<file path="src/rtl/cpu_pkg.sv">
// Shared CPU definitions: opcodes, instruction field positions,
// fetch FSM states and the fetch buffer entry layout.
package cpu_pkg;

    localparam logic [3:0] OP_RTYPE = 4'b0000;
    localparam logic [3:0] OP_ADDI  = 4'b0100;
    localparam logic [3:0] OP_LW    = 4'b1011;
    localparam logic [3:0] OP_SW    = 4'b1111;
    localparam logic [3:0] OP_BEQ   = 4'b1000;
    localparam logic [3:0] OP_J     = 4'b0010;

    localparam int OPC_HI  = 15;
    localparam int OPC_LO  = 12;
    localparam int RS_HI   = 11;
    localparam int RS_LO   = 9;
    localparam int RT_HI   = 8;
    localparam int RT_LO   = 6;
    localparam int RD_HI   = 5;
    localparam int RD_LO   = 3;
    localparam int FUNC_HI = 2;
    localparam int FUNC_LO = 0;
    localparam int JT_HI   = 7;
    localparam int JT_LO   = 0;

    typedef enum logic [1:0] {
        IDLE = 2'd0,
        REQ  = 2'd1,
        WAIT = 2'd2
    } fetch_state_t;

    typedef struct packed {
        logic [7:0]  pc;
        logic [15:0] instr;
    } fetch_entry_t;

    function automatic logic [7:0] pc_inc(input logic [7:0] pc);
        return pc + 8'd1;
    endfunction

endpackage

</file>
<file path="src/rtl/instr_fifo.sv">
// Fetch buffer: DEPTH-entry FIFO of {pc, instr} with a one-cycle flush.
module instr_fifo
    import cpu_pkg::*;
#(
    parameter int DEPTH = 2,
    localparam int AW = $clog2(DEPTH),
    localparam int CW = AW + 1
) (
    input  logic          clk,
    input  logic          rst_n,
    input  logic          flush,
    input  logic          push,
    input  logic [7:0]    push_pc,
    input  logic [15:0]   push_instr,
    input  logic          pop,
    output logic [7:0]    head_pc,
    output logic [15:0]   head_instr,
    output logic [CW-1:0] count
);

    fetch_entry_t  mem [DEPTH];
    logic [AW-1:0] wptr;
    logic [AW-1:0] rptr;
    logic          do_push;
    logic          do_pop;

    assign do_pop  = pop && (count != '0);
    assign do_push = push && ((count != CW'(DEPTH)) || do_pop);

    always_ff @(posedge clk or negedge rst_n) begin
        if (!rst_n) begin
            wptr  <= '0;
            rptr  <= '0;
            count <= '0;
            for (int i = 0; i < DEPTH; i++) begin
                mem[i] <= '0;
            end
        end else if (flush) begin
            wptr  <= '0;
            rptr  <= '0;
            count <= '0;
        end else begin
            if (do_push) begin
                mem[wptr].pc    <= push_pc;
                mem[wptr].instr <= push_instr;
                wptr            <= wptr + 1'b1;
            end
            if (do_pop) begin
                rptr <= rptr + 1'b1;
            end
            count <= count + CW'(do_push) - CW'(do_pop);
        end
    end

    assign head_pc    = mem[rptr].pc;
    assign head_instr = mem[rptr].instr;

endmodule

</file>
<file path="src/rtl/instr_fetch.sv">
// Instruction fetch unit: single-outstanding memory requester feeding
// a small instruction buffer, with redirect flush and stale-response drop.
module instr_fetch
    import cpu_pkg::*;
#(
    parameter logic [7:0] RESET_PC = 8'h00,
    parameter int         DEPTH    = 2,
    localparam int CW = $clog2(DEPTH) + 1
) (
    input  logic          clk,
    input  logic          rst_n,
    output logic          imem_req,
    output logic [7:0]    imem_addr,
    input  logic          imem_gnt,
    input  logic          imem_rvalid,
    input  logic [15:0]   imem_rdata,
    output logic          id_valid,
    input  logic          id_ready,
    output logic [15:0]   id_instr,
    output logic [7:0]    id_pc,
    output logic [3:0]    id_opcode,
    output logic [2:0]    id_func,
    input  logic          redirect,
    input  logic [7:0]    redirect_pc,
    output logic [CW-1:0] buf_count
);

    localparam int CW1 = CW + 1;

    fetch_state_t state;
    fetch_state_t state_n;
    logic [7:0]   pc;
    logic [7:0]   pc_n;
    logic [7:0]   gnt_pc;
    logic [7:0]   gnt_pc_n;
    logic         discard;
    logic         discard_n;
    logic         push;
    logic         pop;
    logic [CW1-1:0] count_after;
    logic         space_after;

    assign pop  = id_valid && id_ready && !redirect;
    assign push = (state == WAIT) && imem_rvalid
                  && !discard && !redirect;

    assign count_after = {1'b0, buf_count}
                         + CW1'(push) - CW1'(pop);
    assign space_after = count_after < CW1'(DEPTH);

    always_ff @(posedge clk or negedge rst_n) begin
        if (!rst_n) begin
            state    <= IDLE;
            pc       <= RESET_PC;
            gnt_pc   <= RESET_PC;
            discard  <= 1'b0;
            imem_req <= 1'b0;
        end else begin
            state    <= state_n;
            pc       <= pc_n;
            gnt_pc   <= gnt_pc_n;
            discard  <= discard_n;
            imem_req <= (state_n == REQ);
        end
    end

    always_comb begin
        state_n   = state;
        pc_n      = pc;
        gnt_pc_n  = gnt_pc;
        discard_n = discard;
        unique case (state)
            IDLE: begin
                if (buf_count < CW'(DEPTH)) begin
                    state_n = REQ;
                end
            end
            REQ: begin
                if (imem_gnt) begin
                    state_n  = WAIT;
                    gnt_pc_n = pc;
                    pc_n     = pc_inc(pc);
                end
            end
            WAIT: begin
                if (imem_rvalid) begin
                    discard_n = 1'b0;
                    state_n   = space_after ? REQ : IDLE;
                end
            end
            default: state_n = IDLE;
        endcase
        // A redirect wins over everything; a request already granted
        // still owes us a response, which must be thrown away.
        if (redirect) begin
            pc_n = redirect_pc;
            unique case (state)
                IDLE: state_n = REQ;
                REQ: begin
                    if (imem_gnt) begin
                        discard_n = 1'b1;
                    end
                end
                WAIT: begin
                    if (imem_rvalid) begin
                        discard_n = 1'b0;
                        state_n   = REQ;
                    end else begin
                        discard_n = 1'b1;
                    end
                end
                default: state_n = IDLE;
            endcase
        end
    end

    instr_fifo #(
        .DEPTH(DEPTH)
    ) u_fifo (
        .clk        (clk),
        .rst_n      (rst_n),
        .flush      (redirect),
        .push       (push),
        .push_pc    (gnt_pc),
        .push_instr (imem_rdata),
        .pop        (pop),
        .head_pc    (id_pc),
        .head_instr (id_instr),
        .count      (buf_count)
    );

    assign imem_addr = pc;
    assign id_valid  = (buf_count != '0);
    assign id_opcode = id_instr[OPC_HI:OPC_LO];
    assign id_func   = id_instr[FUNC_HI:FUNC_LO];

endmodule

</file>
<file path="config.mk">
export PLATFORM = sky130hd
export DESIGN_NAME = instr_fetch
export DESIGN_NICKNAME = d
export VERILOG_FILES = /design/src/rtl/cpu_pkg.sv /design/src/rtl/instr_fifo.sv /design/src/rtl/instr_fetch.sv
export SDC_FILE = /design/constraint.sdc
export NUM_CORES = 1
export LEC_CHECK = 0
export CAP_MARGIN = 20
export CELL_PAD_IN_SITES_DETAIL_PLACEMENT = 1
export CELL_PAD_IN_SITES_GLOBAL_PLACEMENT = 1
export CORE_MARGIN = 2
export CORE_UTILIZATION = 44
export DETAILED_ROUTE_END_ITERATION = 10
export GPL_TIMING_DRIVEN = 0
export PLACE_DENSITY = 0.92
export SLEW_MARGIN = 10
export SYNTH_ARGS = -nofsm -noshare
export SYNTH_HDL_FRONTEND = slang
export SYNTH_SLANG_ARGS = --single-unit
</file>
<file path="constraint.sdc">
create_clock -name clk -period 4.3 [get_ports clk]
set_clock_uncertainty 0.05 [all_clocks]
set_input_delay 0.86 -clock clk [delete_from_list [all_inputs] [get_ports clk]]
set_output_delay 0.86 -clock clk [all_outputs]
set_load 0.005 [all_outputs]
</file>
Word-level counts from Yosys, hierarchy flattened
Cells that the tools add are included.

Bits of input ports: 30. Register bits: 72.

Reduce and logical (&&, ||, !) cells: 20. Bitwise gates (word level): 3. Equality and inequality tests: 4. $lt $le $gt $ge: 5. Add/subtract/negate cells: 7. Muxes and demuxes: 31.

Operators by type and width (number): bitwise mux 48 bit (2); two-way mux 24 bit (4); demux 24 bit (select 1 bit) (2); two-way mux 8 bit (3); two-way mux 16 bit (1); two-way mux 2 bit (6); one-hot mux 2 bit (3 select lines) (2); two-way mux 1 bit (10); nonzero test 2 bit (5); adder 8 x 1 -> 8 bit, second input constant (1); logical AND 1 bit (8); AND reduction 2 bit (3); equality test 2 x 1 -> 1 bit, second input constant (2); >= comparator 2 bit, second input constant (2); NOT 1 -> 2 bit (2); adder 2 x 1 -> 3 bit (1); < comparator 3 x 2 -> 1 bit, second input constant (1); subtractor 3 x 1 -> 3 bit (1); adder 1 bit, second input constant (2); adder 2 x 1 -> 2 bit (1); equality test 2 bit, second input constant (1); logical NOT 1 bit (2); logical NOT 2 bit (1); < comparator 2 x 1 -> 1 bit, second input constant (1); other kinds (6) (6).

Longest topological paths before layout
Gate-level depths: netlist of the first run.

Depth in word-level cells: 14. Gate-level depth with buffers: 9. Mapped depth without buffers: 8.

By module
A second synthesis of the first run with hierarchy kept.

Cells, all modules: 259. Area, all modules: 3524.6 µm².

Modules (own cells, without submodules): instr_fifo (cells each 150, instances 1, seq. area each 1301.2 µm², area each 2392.3 µm²); instr_fetch (cells each 109, instances 1, seq. area each 500.5 µm², area each 1132.3 µm²).

Worst setup path before layout of the first run
Ideal clock, no wire load.

Kind: input to register. Start point: input redirect. End point: register imem_req. Arrival: 2790 ps. Buffers on the path: 2. Required time: 4156 ps. Slack: 1367 ps. Stages: 9. Path through: clkbuf_1 clkbuf_1 nor2_1 ha_1 nand2b_1 fa_1 nand3_1 o22a_1 a211oi_1.

Word-level cells in the longest chain between the ends: 12.

RTL lines: start: declaration (line instr_fetch.sv:23) `input logic redirect,`; logical NOT 1 bit (line instr_fetch.sv:43, instr_fetch.sv:45); logical AND 1 bit (line instr_fetch.sv:45) `&& !discard && !redirect;`; adder 2 x 1 -> 3 bit (line instr_fetch.sv:48) `+ CW1'(push) - CW1'(pop);`; subtractor 3 x 1 -> 3 bit (line instr_fetch.sv:48); < comparator 3 x 2 -> 1 bit (line instr_fetch.sv:49) `assign space_after = count_after < CW1'(DEPTH);`; two-way mux 1 bit (line instr_fetch.sv:88) `state_n = space_after ? REQ : IDLE;`; two-way mux 2 bit (line instr_fetch.sv:86) `if (imem_rvalid) begin`; one-hot mux 2 bit (3 select lines) (line instr_fetch.sv:72) `unique case (state)`; two-way mux 2 bit (line instr_fetch.sv:105) `if (imem_rvalid) begin`; one-hot mux 2 bit (3 select lines) (line instr_fetch.sv:97) `unique case (state)`; two-way mux 2 bit * (line instr_fetch.sv:95) `if (redirect) begin`; equality test 2 x 1 -> 1 bit * (line instr_fetch.sv:63) `imem_req <= (state_n == REQ);`; end signal: assignment (line instr_fetch.sv:63); end: declaration (line instr_fetch.sv:12) `output logic imem_req,`.

Every way passes the cells marked *; elsewhere a longest branch is shown, timed or not. A chain may end at the register's enable or synchronous reset.

Worst setup path in the final report of the first run
Same ends and word-level chain as after synthesis.

==> results.cfg, run 1 <==
[pwr]
ir_drop_uv = 256
p_per_area_nw_per_um2 = 561
p_leak_nw = 2.14

[sta]
hold_violations = 0
fin_ws_ns = 0.586
worst_pin_slew_ns = 0.752
finalSetupViolations = 0
grt_setup_unrepaired = false
whs_ns = 0.274
drv_slew = 0
fmax_mhz = 269
relSlewSlack_pct = 49.9
period_share_pct = 86.4
period_needed_ns = 3.71

[die]
rows = 32
dieArea_um2 = 8720
die_y_um = 93.4
core_area_um2 = 7730
io-pin-count = 73
initial_core_util_pct = 45.5
die_w_um = 93.4

[synth]
synth_nets = 303
synth_edf_count = 0
yosysUniqueCellTypes = 39
synth_top_flop_cell = dfrtp_1
synth_seq_area_share_pct = 51.2
avgSynthCellArea_um2 = 13.3
postSynthCellCount = 264
ys_seq_elements = 72
syn_area_um2 = 3520
async_flop_share_pct = 100
yosys_warnings = 0

[detailed_routing]
first_pass_iters = 4
wl_um = 9610
drtAntennaViolNets = 0
vias_per_cell = 5.45
drt_drc_violations_left = 0
wire_per_inst_um = 21.2
vias = 2476
drt_iter0_drc = 135

[clocking]
root_buffer = clkbuf_8
path_clk_slew_ns = 0.07
cts_tree = yes
cts_buffers = 9
cts_sinks = 72
cts_setup_buffers = 0
worstSkewPairLatency_ns = 0.35
cts_htree_levels = 3
cts_resized = 0
cts_buffer_depth = 2
hold_buffers = 0

[job]
drv_cap = 0

[final_layout]
layout.nets = 387
diodes = 0
drive_gt1_share_pct = 30.4
fin_area_um2 = 4620
syn_to_final_growth_pct = 31.5

[placement]
placedInstanceArea_um2 = 4390
dp_slack_ns = 0.235
io_buffer_count = 72
gp_congestion = 0.783
dp_hpwl_um = 6450

[critical_path]
path_max_fanout = 10
worstSetupPathType = in -> reg
r2r_slack_ns = 1.75
worstPathRequired_ns = 4.52
cp.arrival_ns = 3.93
critPathLaunchType = primary input
end_kind = register

[grt]
antenna_found_initial = 0
grt_max_degree = 67
grt_pass1_vias = 2851
grt_usage_pct = 24.0
gr-total-overflow = 0
grt_pass1_wl_um = 15600

[hold_path]
min_path_type = in -> async

[run_status]
status = finished clean
-- cell families (layout without fill, tap and decap cells) --
logic type	after synthesis	after routing	share of synthesized area (%)
muxes	79	79	27.3
DFF	72	72	51.2
and+or+nand+nor	48	48	7.47
AOI/OAI and AO/OA	25	25	4.80
buffers and inverters	25	113	4.27
adders and majority gates	9	9	3.42
xor gates and xnor gates	6	6	1.49
-- final cells by class --
cell class | instances | area (um2)
Sequential cell | 72 | 1800
Buffer | 18 | 124
Clock inverter | 3 | 90.1
Tap cell | 102 | 128
Multi-Input combinational cell | 167 | 1560
Fill cell | 778 | 3100
Inverter | 7 | 26.3
Clock buffer | 12 | 145
Timing Repair Buffer | 73 | 746
-- flip-flops by register name, summed over array words and instances (netlist names) --
name,count
u_fifo.rptr,1
imem_addr,8
u_fifo.wptr,1
discard,1
gnt_pc,8
state,2
imem_req,1
u_fifo.count,2
u_fifo.mem,48
-- cell usage in the layout, fill, tap and decap left out, drive strengths merged, types with 2 or more instances in the layout --
cell type / netlist / routed
nand3: 7 / 7
xor2: 4 / 4
o211ai: 3 / 3
buf: 12 / 14
nor2: 7 / 7
o21ai: 7 / 7
and3b: 2 / 2
dfrtp: 72 / 72
xnor2: 2 / 2
clkdlybuf4s50: 0 / 71
or4: 3 / 3
ha: 8 / 8
clkbuf: 6 / 18
bufinv: 0 / 3
nand4: 3 / 3
nor2b: 4 / 4
and2: 3 / 3
inv: 7 / 7
a31oi: 2 / 2
a21oi: 3 / 3
a21o: 3 / 3
mux2: 78 / 78
nand2: 12 / 12
-- worst max-delay path, stage by stage --
cell and delay, ns:
clkdlybuf4s50_1 0.61, clkbuf_1 0.47, clkbuf_1 0.48, nor2_1 0.11
ha_1 0.28, nand2b_1 0.15, fa_1 0.37, xor2_1 0.16
o22a_1 0.24, a211oi_1 0.19
-- final timing paths --
path                                                  from                    endpoint  cells past startpoint
min in group clk                u_fifo.mem[36]$_DFFE_PN0P_  u_fifo.mem[36]$_DFFE_PN0P_                      1
worst min-delay path                                 rst_n  u_fifo.mem[10]$_DFFE_PN0P_                      1
max in group asynchronous                            rst_n  u_fifo.mem[39]$_DFFE_PN0P_                      2
worst min register to register  u_fifo.mem[36]$_DFFE_PN0P_  u_fifo.mem[36]$_DFFE_PN0P_                      1
worst max-delay path                              redirect          imem_req$_DFF_PN0_                     10
worst max register to register   u_fifo.count[1]$_DFF_PN0_          imem_req$_DFF_PN0_                      8
-- per-layer routing --
layer	up-vias	global-route usage, %	part of all wire [%]
met3	30	3.30	3.4
met1	1266	28.7	41
met2	75	41.1	51
met4	0	14.0	4.1
li1	1105	-	-
met5	-	0	0
-- where the power goes --
part | total [mW] | internal [mW] | leakage [nW] | switching [mW]
sequential | 0.996 | 0.854 | 0.946 | 0.142
clock | 0.649 | 0.399 | 0.117 | 0.250
combinational | 0.950 | 0.614 | 1.08 | 0.337
-- synthesized netlist by cell type (2+ instances only) --
cell type / instances / share of area, %
ha_1: 8 / 2.8
dfrtp_1: 72 / 51
nand4_1: 3 / 0.53
nor2b_1: 4 / 0.71
and2_1: 3 / 0.53
inv_1: 7 / 0.75
and3b_1: 2 / 0.50
nand2_1: 12 / 1.3
buf_4: 9 / 1.9
xnor2_1: 2 / 0.50
xor2_1: 4 / 1.0
o211ai_1: 3 / 0.64
a21o_1: 3 / 0.64
mux2_4: 19 / 8.1
mux2_2: 59 / 19
nor2_1: 7 / 0.75
or4_1: 3 / 0.64
a31oi_1: 2 / 0.36
clkbuf_1: 6 / 0.64
o21ai_0: 7 / 1.0
nand3_1: 7 / 1.0
a21oi_1: 3 / 0.43
buf_6: 3 / 0.96
-- metrics by stage --
| stage | std cells | power (mW) | util, % | TNS (ns) |
|---|---|---|---|---|
| after floorplan | 264 | 1.46 | - | 0 |
| after global placement | 438 | 1.86 | 56.5 | -4.31 |
| after detailed placement | 439 | 1.94 | 56.8 | 0 |
| after CTS | 454 | 2.62 | 59.8 | 0 |
| after global routing | 454 | 2.72 | 59.8 | 0 |
| final | 454 | 2.60 | 59.8 | 0 |
Note: power is estimated with default switching activity, not from simulation.
==> inputs of run 2 (changes only) <==
--- a/config.mk
+++ b/config.mk
@@ -8,7 +8,6 @@
 export CAP_MARGIN = 20
 export CELL_PAD_IN_SITES_DETAIL_PLACEMENT = 1
 export CELL_PAD_IN_SITES_GLOBAL_PLACEMENT = 1
-export CORE_MARGIN = 2
 export CORE_UTILIZATION = 44
 export DETAILED_ROUTE_END_ITERATION = 10
 export GPL_TIMING_DRIVEN = 0
==> run 2 against run 1 <==
Non-clock buffer count did not move; clock power fell by 5.9%; flip-flop and latch count did not move; worst hold slack improved by 0.035 ns; power fell by 2.0%; final cell count rose by 0.22%; critical endpoint unchanged; largest cell class unchanged; highest routed layer unchanged.
==> results.cfg, run 2 (synthesis results as in run 1) <==
[critical_path]
slowest_stage = clkdlybuf4s50_1
worstReg2RegStart = u_fifo.count[1]$_DFF_PN0_
critPathLaunchType = primary input
critPathMaxStageDelay_ns = 0.57
cp.arrival_ns = 3.87
end_kind = register
crit_path_frequent_cell = clkbuf_1
path_max_fanout = 10
worstPathRequired_ns = 4.50
critical_path.cell_chain = clkdlybuf4s50_1, clkbuf_1, clkbuf_1, nor2_1, ha_1, nand2b_1, fa_1, nand3_1, o22a_1, a211oi_1
worstSetupPathType = in -> reg
crit_start = redirect

[sta]
relSlewSlack_pct = 52.8
period_needed_ns = 3.67
fmax_mhz = 272
finalSetupViolations = 0
grt_setup_unrepaired = false
worst_pin_slew_ns = 0.708
period_share_pct = 85.4
drv_slew = 0
hold_violations = 0

[placement]
gp_congestion = 0.757
dp_hpwl_um = 6250
placedInstanceArea_um2 = 4390
io_buffer_count = 72

[hold_path]
min_path_type = in -> async

[clocking]
cts_resized = 0
cts_htree_levels = 3
worstSkewPairLatency_ns = 0.34
cts_setup_buffers = 0
hold_buffers = 0
cts_buffers = 9
root_buffer = clkbuf_8
path_clk_slew_ns = 0.08
cts_buffer_depth = 2
cts_tree = yes
cts_sinks = 72

[pwr]
ir_drop_uv = 213
p_per_area_nw_per_um2 = 551
p_leak_nw = 2.13
total_power_mw = 2.54

[die]
initial_core_util_pct = 45.5
rows = 32
io-pin-count = 73
core_area_um2 = 7730
dieArea_um2 = 8350
die_w_um = 91.4
die_y_um = 91.4

[grt]
gr-usage-met3_pct = 3.77
globalRouteMet1Util_pct = 30.3
gr-total-overflow = 0
grt.busiest_layer = met2
grt_pass1_wl_um = 15300
globalRouteMet2Util_pct = 42.5
grt_pass1_vias = 2781
antenna_found_initial = 0
grt_max_degree = 61
grt_usage_pct = 24.2

[run_status]
status = finished clean

[detailed_routing]
drtAntennaViolNets = 0
wl_um = 9190
wire_per_inst_um = 20.2
first_pass_iters = 4
vias_per_cell = 5.29
drt_iter0_drc = 64
vias = 2409
drt_drc_violations_left = 0

[final_layout]
fillCellCount = 789
final_cell_mix = dfrtp_1 (72), clkdlybuf4s50_1 (71), mux2_2 (59), mux2_4 (19), nand2_1 (12)
layout.nets = 387
regMostFlops = u_fifo.mem
layout_commonest_cell = dfrtp_1
largest_register_ffs = 48
drive_gt1_share_pct = 31.2
diodes = 0
fin_area_um2 = 4620
syn_to_final_growth_pct = 31.4

[job]
drv_cap = 0
-- run 2: cell types whose count changed in the layout (fill, tap and decap cells not counted), sizes merged --
cell	before	now
bufinv	3	2
clkbuf	18	16
clkinvlp	0	3
inv	7	8
-- run 2: layout make-up --
cell class | count | area (um2) | share of cell area [%]
clock buffer | 10 | 138 | 2.98
tap | 102 | 128 | 2.76
sequential | 72 | 1800 | 39.0
inverter | 7 | 26.3 | 0.569
timing repair buffer | 73 | 746 | 16.1
buffer | 18 | 124 | 2.68
multi-input combinational | 167 | 1560 | 33.9
clock inverter | 6 | 91.3 | 1.98
-- run 2: where the power goes --
group          leakage [nW]  internal, mW  switching [mW]  total (mW)
logic                  1.08         0.613           0.328       0.941
registers             0.946         0.854           0.139       0.993
clock network         0.105         0.344           0.266       0.611
-- run 2: path summary, 6_finish.rpt --
path	to	slack, ns	depth (start not counted)
max reg2reg	imem_req$_DFF_PN0_	1.63	8
max in group asynchronous	u_fifo.count[0]$_DFF_PN0_	3.34	2
min	u_fifo.mem[32]$_DFFE_PN0P_	0.31	1
min reg2reg	u_fifo.mem[23]$_DFFE_PN0P_	0.46	1
max	imem_req$_DFF_PN0_	0.63	10
min in group clk	u_fifo.mem[23]$_DFFE_PN0P_	0.46	1
-- run 2: critical path, delay by kind of cell --
family	cells	cell delay (ns)
buf+inv	3	1.47
fa+ha+maj	2	0.77
compound gates	2	0.44
simple gates	3	0.33
-- run 2: layer usage --
metal | routed length (um) | share of wire, % | vias to the layer above
li1 | - | - | 1106
met1 | 3970 | 43 | 1233
met2 | 4800 | 52 | 56
met3 | 246 | 2.7 | 14
met4 | 176 | 1.9 | 0
met5 | 0 | 0 | -
-- run 2: per-stage QoR --
step	instances	setup slack, ns	hold slack [ns]	TNS (ns)	util (%)
floorplan	264	1.37	0.414	0	-
global placement	438	-0.0761	0.425	-5.11	56.5
detailed placement	439	0.292	0.444	0	56.8
CTS	455	0.618	0.309	0	59.8
global route	455	0.396	0.313	0	59.8
finish	455	0.628	0.309	0	59.8
